### src/rtl/tetris_pkg.sv
// Shared board geometry and the line-clear state encoding, so game-logic
// debug LEDs can decode the engine state.
package tetris_pkg;

   localparam int BOARD_COLS = 10;
   localparam int BOARD_ROWS = 20;
   localparam int X_W        = 4;
   localparam int Y_W        = 5;

   typedef enum logic [2:0] {
      LC_IDLE    = 3'd0,
      LC_SCAN    = 3'd1,
      LC_SHIFT   = 3'd2,
      LC_CLR_TOP = 3'd3,
      LC_DONE    = 3'd4
   } lc_state_t;

endpackage

### src/rtl/line_clear_if.sv
// Board memory access bus: combinational read port plus one write port.
interface line_clear_if;
   import tetris_pkg::*;

   logic           board_rdata;
   logic [X_W-1:0] board_rx;
   logic [Y_W-1:0] board_ry;
   logic           board_we;
   logic [X_W-1:0] board_wx;
   logic [Y_W-1:0] board_wy;
   logic           board_wdata;

   modport master (
      input  board_rdata,
      output board_rx, board_ry, board_we, board_wx, board_wy, board_wdata
   );

   modport slave (
      output board_rdata,
      input  board_rx, board_ry, board_we, board_wx, board_wy, board_wdata
   );

endinterface

### src/rtl/line_clear.sv
// Line-clear engine: scans the board bottom-up, collapses every full row by
// copying the rows above it down one cell per cycle, and counts removed lines.
module line_clear
   import tetris_pkg::*;
#(
   parameter int COLS = BOARD_COLS,
   parameter int ROWS = BOARD_ROWS
) (
   input  logic         CLOCK_50,
   input  logic         resetn,
   input  logic         start,
   line_clear_if.master board,
   output logic         busy,
   output logic         done,
   output logic [4:0]   lines_cleared,
   output logic [7:0]   lines_total
);

   localparam logic [X_W-1:0] X_LAST = X_W'(COLS - 1);
   localparam logic [Y_W-1:0] Y_LAST = Y_W'(ROWS - 1);

   lc_state_t      state, state_n;
   logic [X_W-1:0] x, x_n;
   logic [Y_W-1:0] y, y_n;
   logic [Y_W-1:0] r, r_n;
   logic [4:0]     cleared_n;
   logic [7:0]     total_n;

   always_ff @(posedge CLOCK_50) begin
      if (!resetn) begin
         state         <= LC_IDLE;
         x             <= '0;
         y             <= '0;
         r             <= '0;
         lines_cleared <= '0;
         lines_total   <= '0;
      end else begin
         state         <= state_n;
         x             <= x_n;
         y             <= y_n;
         r             <= r_n;
         lines_cleared <= cleared_n;
         lines_total   <= total_n;
      end
   end

   always_comb begin
      state_n           = state;
      x_n               = x;
      y_n               = y;
      r_n               = r;
      cleared_n         = lines_cleared;
      total_n           = lines_total;
      busy              = 1'b0;
      done              = 1'b0;
      board.board_rx    = '0;
      board.board_ry    = '0;
      board.board_we    = 1'b0;
      board.board_wx    = '0;
      board.board_wy    = '0;
      board.board_wdata = 1'b0;

      case (state)
         LC_IDLE: begin
            if (start) begin
               state_n   = LC_SCAN;
               x_n       = '0;
               y_n       = Y_LAST;
               cleared_n = '0;
            end
         end

         // An empty cell ends the row early; reaching the last column means full.
         LC_SCAN: begin
            busy           = 1'b1;
            board.board_rx = x;
            board.board_ry = y;
            if (!board.board_rdata) begin
               x_n = '0;
               if (y == '0) begin
                  state_n = LC_DONE;
               end else begin
                  y_n = y - 1'b1;
               end
            end else if (x != X_LAST) begin
               x_n = x + 1'b1;
            end else begin
               cleared_n = lines_cleared + 5'd1;
               if (lines_total != 8'hFF) begin
                  total_n = lines_total + 8'd1;
               end
               r_n     = y;
               x_n     = '0;
               state_n = (y == '0) ? LC_CLR_TOP : LC_SHIFT;
            end
         end

         LC_SHIFT: begin
            busy              = 1'b1;
            board.board_rx    = x;
            board.board_ry    = r - 1'b1;
            board.board_we    = 1'b1;
            board.board_wx    = x;
            board.board_wy    = r;
            board.board_wdata = board.board_rdata;
            if (x == X_LAST) begin
               x_n = '0;
               if (r == Y_W'(1)) begin
                  state_n = LC_CLR_TOP;
               end else begin
                  r_n = r - 1'b1;
               end
            end else begin
               x_n = x + 1'b1;
            end
         end

         // After clearing the top row, rescan the same y: the row that moved down may be full.
         LC_CLR_TOP: begin
            busy              = 1'b1;
            board.board_we    = 1'b1;
            board.board_wx    = x;
            board.board_wy    = '0;
            board.board_wdata = 1'b0;
            if (x == X_LAST) begin
               x_n     = '0;
               state_n = LC_SCAN;
            end else begin
               x_n = x + 1'b1;
            end
         end

         LC_DONE: begin
            done    = 1'b1;
            state_n = LC_IDLE;
         end

         default: begin
            state_n = LC_IDLE;
         end
      endcase
   end

endmodule

### src/flat_wrapper.sv
// flat-port wrapper written by rule: the top's interface ports become plain ports
module line_clear_flat import tetris_pkg::*;
#(
   parameter int COLS = BOARD_COLS,
   parameter int ROWS = BOARD_ROWS
)
  (CLOCK_50, resetn, start, busy, done, lines_cleared, lines_total, board_board_rdata, board_board_rx, board_board_ry, board_board_we, board_board_wx, board_board_wy, board_board_wdata);
  line_clear_if board_i ();
  input  logic CLOCK_50;
  input  logic resetn;
  input  logic start;
  output logic busy;
  output logic done;
  output logic [4:0] lines_cleared;
  output logic [7:0] lines_total;
  input wire logic [$bits(board_i.board_rdata)-1:0] board_board_rdata;
  output wire logic [$bits(board_i.board_rx)-1:0] board_board_rx;
  output wire logic [$bits(board_i.board_ry)-1:0] board_board_ry;
  output wire logic [$bits(board_i.board_we)-1:0] board_board_we;
  output wire logic [$bits(board_i.board_wx)-1:0] board_board_wx;
  output wire logic [$bits(board_i.board_wy)-1:0] board_board_wy;
  output wire logic [$bits(board_i.board_wdata)-1:0] board_board_wdata;
  assign board_i.board_rdata = board_board_rdata;
  assign board_board_rx = board_i.board_rx;
  assign board_board_ry = board_i.board_ry;
  assign board_board_we = board_i.board_we;
  assign board_board_wx = board_i.board_wx;
  assign board_board_wy = board_i.board_wy;
  assign board_board_wdata = board_i.board_wdata;
  line_clear #(.COLS(COLS), .ROWS(ROWS)) u_core (.CLOCK_50(CLOCK_50), .resetn(resetn), .start(start), .board(board_i), .busy(busy), .done(done), .lines_cleared(lines_cleared), .lines_total(lines_total));
endmodule
### config.mk
export PLATFORM = sky130hd
export DESIGN_NAME = line_clear_flat
export DESIGN_NICKNAME = d
export VERILOG_FILES = /design/src/rtl/tetris_pkg.sv /design/src/rtl/line_clear_if.sv /design/src/rtl/line_clear.sv /design/src/flat_wrapper.sv
export SDC_FILE = /design/constraint.sdc
export NUM_CORES = 1
export LEC_CHECK = 0
export ABC_AREA = 1
export CORE_MARGIN = 2
export CORE_UTILIZATION = 35
export DETAILED_ROUTE_END_ITERATION = 7
export HOLD_SLACK_MARGIN = 0.08
export PLACE_DENSITY = 0.69
export REMOVE_ABC_BUFFERS = 1
export SLEW_MARGIN = 20
export SYNTH_ARGS = -nofsm -noshare
export SYNTH_HDL_FRONTEND = slang
export SYNTH_SLANG_ARGS = --single-unit
### constraint.sdc
create_clock -name CLOCK_50 -period 2 [get_ports CLOCK_50]
set_input_delay 0.6 -clock CLOCK_50 [delete_from_list [all_inputs] [get_ports CLOCK_50]]
set_output_delay 0.6 -clock CLOCK_50 [all_outputs]
set_load 0.05 [all_outputs]
* Word-level counts from Yosys, hierarchy flattened
Index checks and enable logic that the tools add are counted.
** Cells by class
- $add $sub $neg :: 5
- Multipliers :: 0
- Divide/modulo/power cells :: 0
- Order comparisons :: 0
- Equal/unequal tests :: 19
- Shifts and indexed selects :: 0
- Muxes and demuxes :: 35
- Bitwise operators :: 1
- Reductions and logical operators :: 14
** Operator list (number)
- 5-bit two-way mux :: 11
- 5-bit case mux with 2 select lines :: 4
- 4-bit two-way mux :: 6
- 3-bit two-way mux :: 7
- 2-bit != test (second input constant) :: 6
- 3-bit case mux with 4 select lines :: 1
- 4-bit case mux with 3 select lines :: 1
- 4-bit AND reduction :: 3
- 5-bit by 1-bit subtractor with 5-bit output (second input constant) :: 2
- 8-bit by 1-bit adder with 8-bit output (second input constant) :: 1
- 8-bit != test (second input constant) :: 1
- 3-bit by 2-bit == test with 1-bit output (second input constant) :: 2
- 2-bit by 1-bit != test with 1-bit output (second input constant) :: 3
- 6-bit AND reduction :: 1
- 5-bit by 1-bit adder with 5-bit output (second input constant) :: 1
- 5-bit by 1-bit == test with 1-bit output (second input constant) :: 1
- 5-bit zero test :: 1
- 1-bit two-way mux :: 5
- 5-bit AND reduction :: 1
- 4-bit by 1-bit adder with 4-bit output (second input constant) :: 1
- 4-bit == test (second input constant) :: 1
- 4-bit != test (second input constant) :: 1
- 2-bit nonzero test :: 2
- 2-bit OR reduction :: 2
- other kinds (9) :: 9
** Word-level totals
- Register bits :: 30
- Latch bits :: 0
- Memory bits (writable) :: 0
- Bits in read-only memories :: 0
- Input port bits :: 4
- Output and inout bits :: 35
- Logic and storage cells :: 80
- Memories kept :: 0

* Longest topological paths before layout
- Depth after elaboration :: 5
- Depth in mapped cells :: 11
- Mapped depth without buffers :: 11

* Worst setup path after synthesis
Ideal clock, no wire load.
- Path type :: reg-to-output
- From :: register u_core.state[1]
- To :: output port board_board_rx[0]
- Arrival :: 2.037 ns
- Data required time :: 1.400 ns
- Slack :: -0.637 ns
- Stages on the path, launching flop included :: 7
- Buffers on the path :: 0
- Cell sequence :: dfxtp_1 inv_2 nor2_2 nand2_2 nand2_2 inv_1 nor2_1
** Between the ends
- Longest elaborated chain between the ends :: 3
- Elaborated cells on any way between the ends :: 4
- Those cells by class :: 2 x eq/ne; 1 x mux; 1 x reduce/logical
** RTL lines
- start, declared :: line line_clear.sv:22 : lc_state_t state, state_n;
- start signal, assigned :: line line_clear.sv:38 : state <= state_n;
- 3-bit by 1-bit == test with 1-bit output or 3-bit by 2-bit == test with 1-bit output (tied branches) :: line line_clear.sv:63 : case (state)
- 2-bit OR reduction (no line) *
- 4-bit two-way mux * :: line line_clear.sv:63
- end, declared :: line flat_wrapper.sv:17 : output wire logic [$bits(board_i.board_rx)-1:0] board_board_rx;
Every way passes the cells marked *; elsewhere a longest branch is shown, timed or not.

* Final worst setup path
- From :: register u_core.state[1]
- To :: output port board_board_rx[3]
The elaborated chain is that of the path after synthesis.

==> impl_metrics.csv <==
group,metric,value,unit
run_status,status,"complete, but fails checks",
run_status,violations,"negative setup slack",
synthesis,ys_ff_latch,30,
worst_setup_path,end_kind,"primary output",
floorplan,rows,26,
place,place_ws,-0.155,ns
finish,final_common_cell,"nand2_1",
place,dp_hpwl,3810,um
timing,setup_violations,7,
floorplan,core_area,0.00517,sq mm
floorplan,die_width,77.7,um
worst_setup_path,worstPathRequired,1.40,ns
pwr,ir_worst_vdd,0.547,mV
place,gp_congestion,0.835,
finish,syn_to_final_growth,59.7,%
routing,post_drt_wl_per_cell,12.0,um
timing,hold_viol,0,
timing,final_max_slew_viol_count,0,
worst_setup_path,worstSetupStartpointType,"flop",
worst_setup_path,crit_arrival,1.43,ns
routing,vias,2124,
grt,grt_overflow,0,
finish,finalNonFillerCells,443,
routing,dr.pass1.iters,4,
clock_tree,clk_pin_slew_worst_paths,0.07,ns
finish,drive_above_1_share,0.351,
place,place_area,0.00271,sq mm
routing,routed_via_density,4.79,
routing,wl,5290,um
synthesis,syn_area,0.00190,sq mm
synthesis,netlist_instances,298,
clock_tree,cts-root-buf,"clkbuf_8",
floorplan,io_pins,39,
synthesis,yosys_warnings,0,
routing,drt-initial-drc-count,97,
worst_hold_path,hp-class,"reg2reg",
floorplan,start_util,0.368,
timing,setup_ws,-0.0270,ns
synthesis,ys_seq_area_frac,0.316,
grt,grt_max_degree,14,
routing,antenna_left,0,
clock_tree,clock_latency,0.29,ns
clock_tree,htree_levels,2,
place,io_buffer_count,38,
clock_tree,ctsHoldBuffers,0,
clock_tree,clock-sinks,30,
grt,first_global_vias,1982,
pwr,p_per_area,1090,mW/mm^2
flow_run,maxCapViolCount,0,
synthesis,avgSynthCellArea,6.38,sq um
place,dp.cells,426,
timing,finalCritPeriodShare,1.01,
timing,max_freq,493,MHz
finish,stdcell_area,0.00304,sq mm
synthesis,synth_cell_types,28,
clock_tree,cts_tree,"built",
grt,grt_pass1_wl,8730,um
timing,tightestPinTransition,0.453,ns
timing,finalClockSkew,0.00585,ns
floorplan,die_y,77.7,um
clock_tree,cts_buffers,5,
clock_tree,clockBufferDepth,2,
finish,diodes,0,
timing,slew_headroom,0.697,
floorplan,die_area,0.00604,sq mm
pwr,power,3.30,mW
timing,rsz0062_at_grt,"true",
worst_setup_path,critPathKind,"reg2out",
finish,fin_nets,383,
worst_setup_path,crit_fanout,6,
grt,grt_usage,0.181,
finish,layout_common_cells,"nand2_1 (61), nor2_1 (44), buf_4 (43)",
pwr,p_leak,1.32,nW
timing,fin_crit,2.03,ns
routing,drc_errors,0,
grt,antenna_found_initial,0,
timing,holdWs,0.482,ns
[through the flow]
step	setup TNS [ns]	utilization
6_report	-0.120	0.587
5_1_grt	-0.747	0.587
4_1_cts	-0.0133	0.570
3_5_place_dp	-0.362	0.524
3_3_place_gp	-0.280	0.524
2_1_floorplan	-7.30	-
[power by group]
group | switching (mW) | internal (mW) | total, mW
clock network | 0.240 | 0.277 | 0.517
registers | 0.0913 | 0.683 | 0.775
logic | 1.19 | 0.824 | 2.01
[timing repair]
action / 4_1_cts / 5_1_grt
setup buffers: 5 / 4
resized for setup: 44 / 17
pin swaps: 6 / 7
endpoints found under the setup margin: 19 / 14
[state kept, by name, indices dropped and copies added, names as in the netlist]
| register | count |
|---|---|
| u_core.state | 3 |
| u_core.lines_cleared | 5 |
| u_core.y | 5 |
| u_core.lines_total | 8 |
| u_core.r | 5 |
| u_core.x | 4 |
[cell families (layout without fill, tap and decap cells)]
| group | count (synthesis) | count (layout) | synth area share |
|---|---|---|---|
| adders and majority gates | 7 | 7 | 0.0461 |
| xor gates and xnor gates | 9 | 9 | 0.0414 |
| AOI/OAI and AO/OA | 48 | 48 | 0.132 |
| and+or+nand+nor | 164 | 164 | 0.382 |
| DFF | 30 | 30 | 0.316 |
| buffers and inverters | 40 | 115 | 0.0829 |
[per-layer routing]
metal  GRT usage  up-vias  wire length (um)
met5           0        -                 0
met4      0.0750        0               102
met3      0.0407        9               196
met2       0.321       47              2680
met1       0.208      961              2310
li1            -     1107                 -
[critical path: stages (launching register included)]
cell and delay [ns]:
dfxtp_4 0.38, nor2_2 0.19, nand2_4 0.11, nand2_2 0.10, inv_2 0.07, nor2_2 0.13
buf_12 0.15
[cell type report]
cell class                      count  area (sq um)
Fill cell                         458          2140
Multi-Input combinational cell    228          1280
Timing Repair Buffer               70           823
Sequential cell                    30           612
Inverter                           37           146
Tap cell                           70          87.6
Clock buffer                        7          86.3
Clock inverter                      1          5.00
[synthesized netlist by cell type, drive strengths merged]
library cell / n / share of area
nor2: 62 / 0.14
nor3: 3 / 0.016
nand3: 20 / 0.055
a31oi: 2 / 0.0066
nand4: 6 / 0.020
nand2: 72 / 0.15
dfxtp: 30 / 0.32
xor2: 7 / 0.032
inv: 36 / 0.071
xnor2: 2 / 0.0092
nand3b: 1 / 0.0039
o22ai: 1 / 0.0033
ha: 7 / 0.046
a21oi: 23 / 0.063
buf: 1 / 0.0059
o21ai: 21 / 0.055
a21o: 1 / 0.0039
clkbuf: 2 / 0.0039
clkinv: 1 / 0.0020
[worst paths after layout]
path | startpoint | to | slack (ns) | depth (start not counted)
setup reg to reg | u_core.x[1] | u_core.lines_total[1] | 0.29 | 9
hold reg to reg | u_core.x[3] | u_core.x[3] | 0.48 | 2
hold / removal | u_core.x[3] | u_core.x[3] | 0.48 | 2
setup / recovery | u_core.state[1] | board_board_rx[3] | -0.03 | 6
Power figures use the tool's default switching activity.
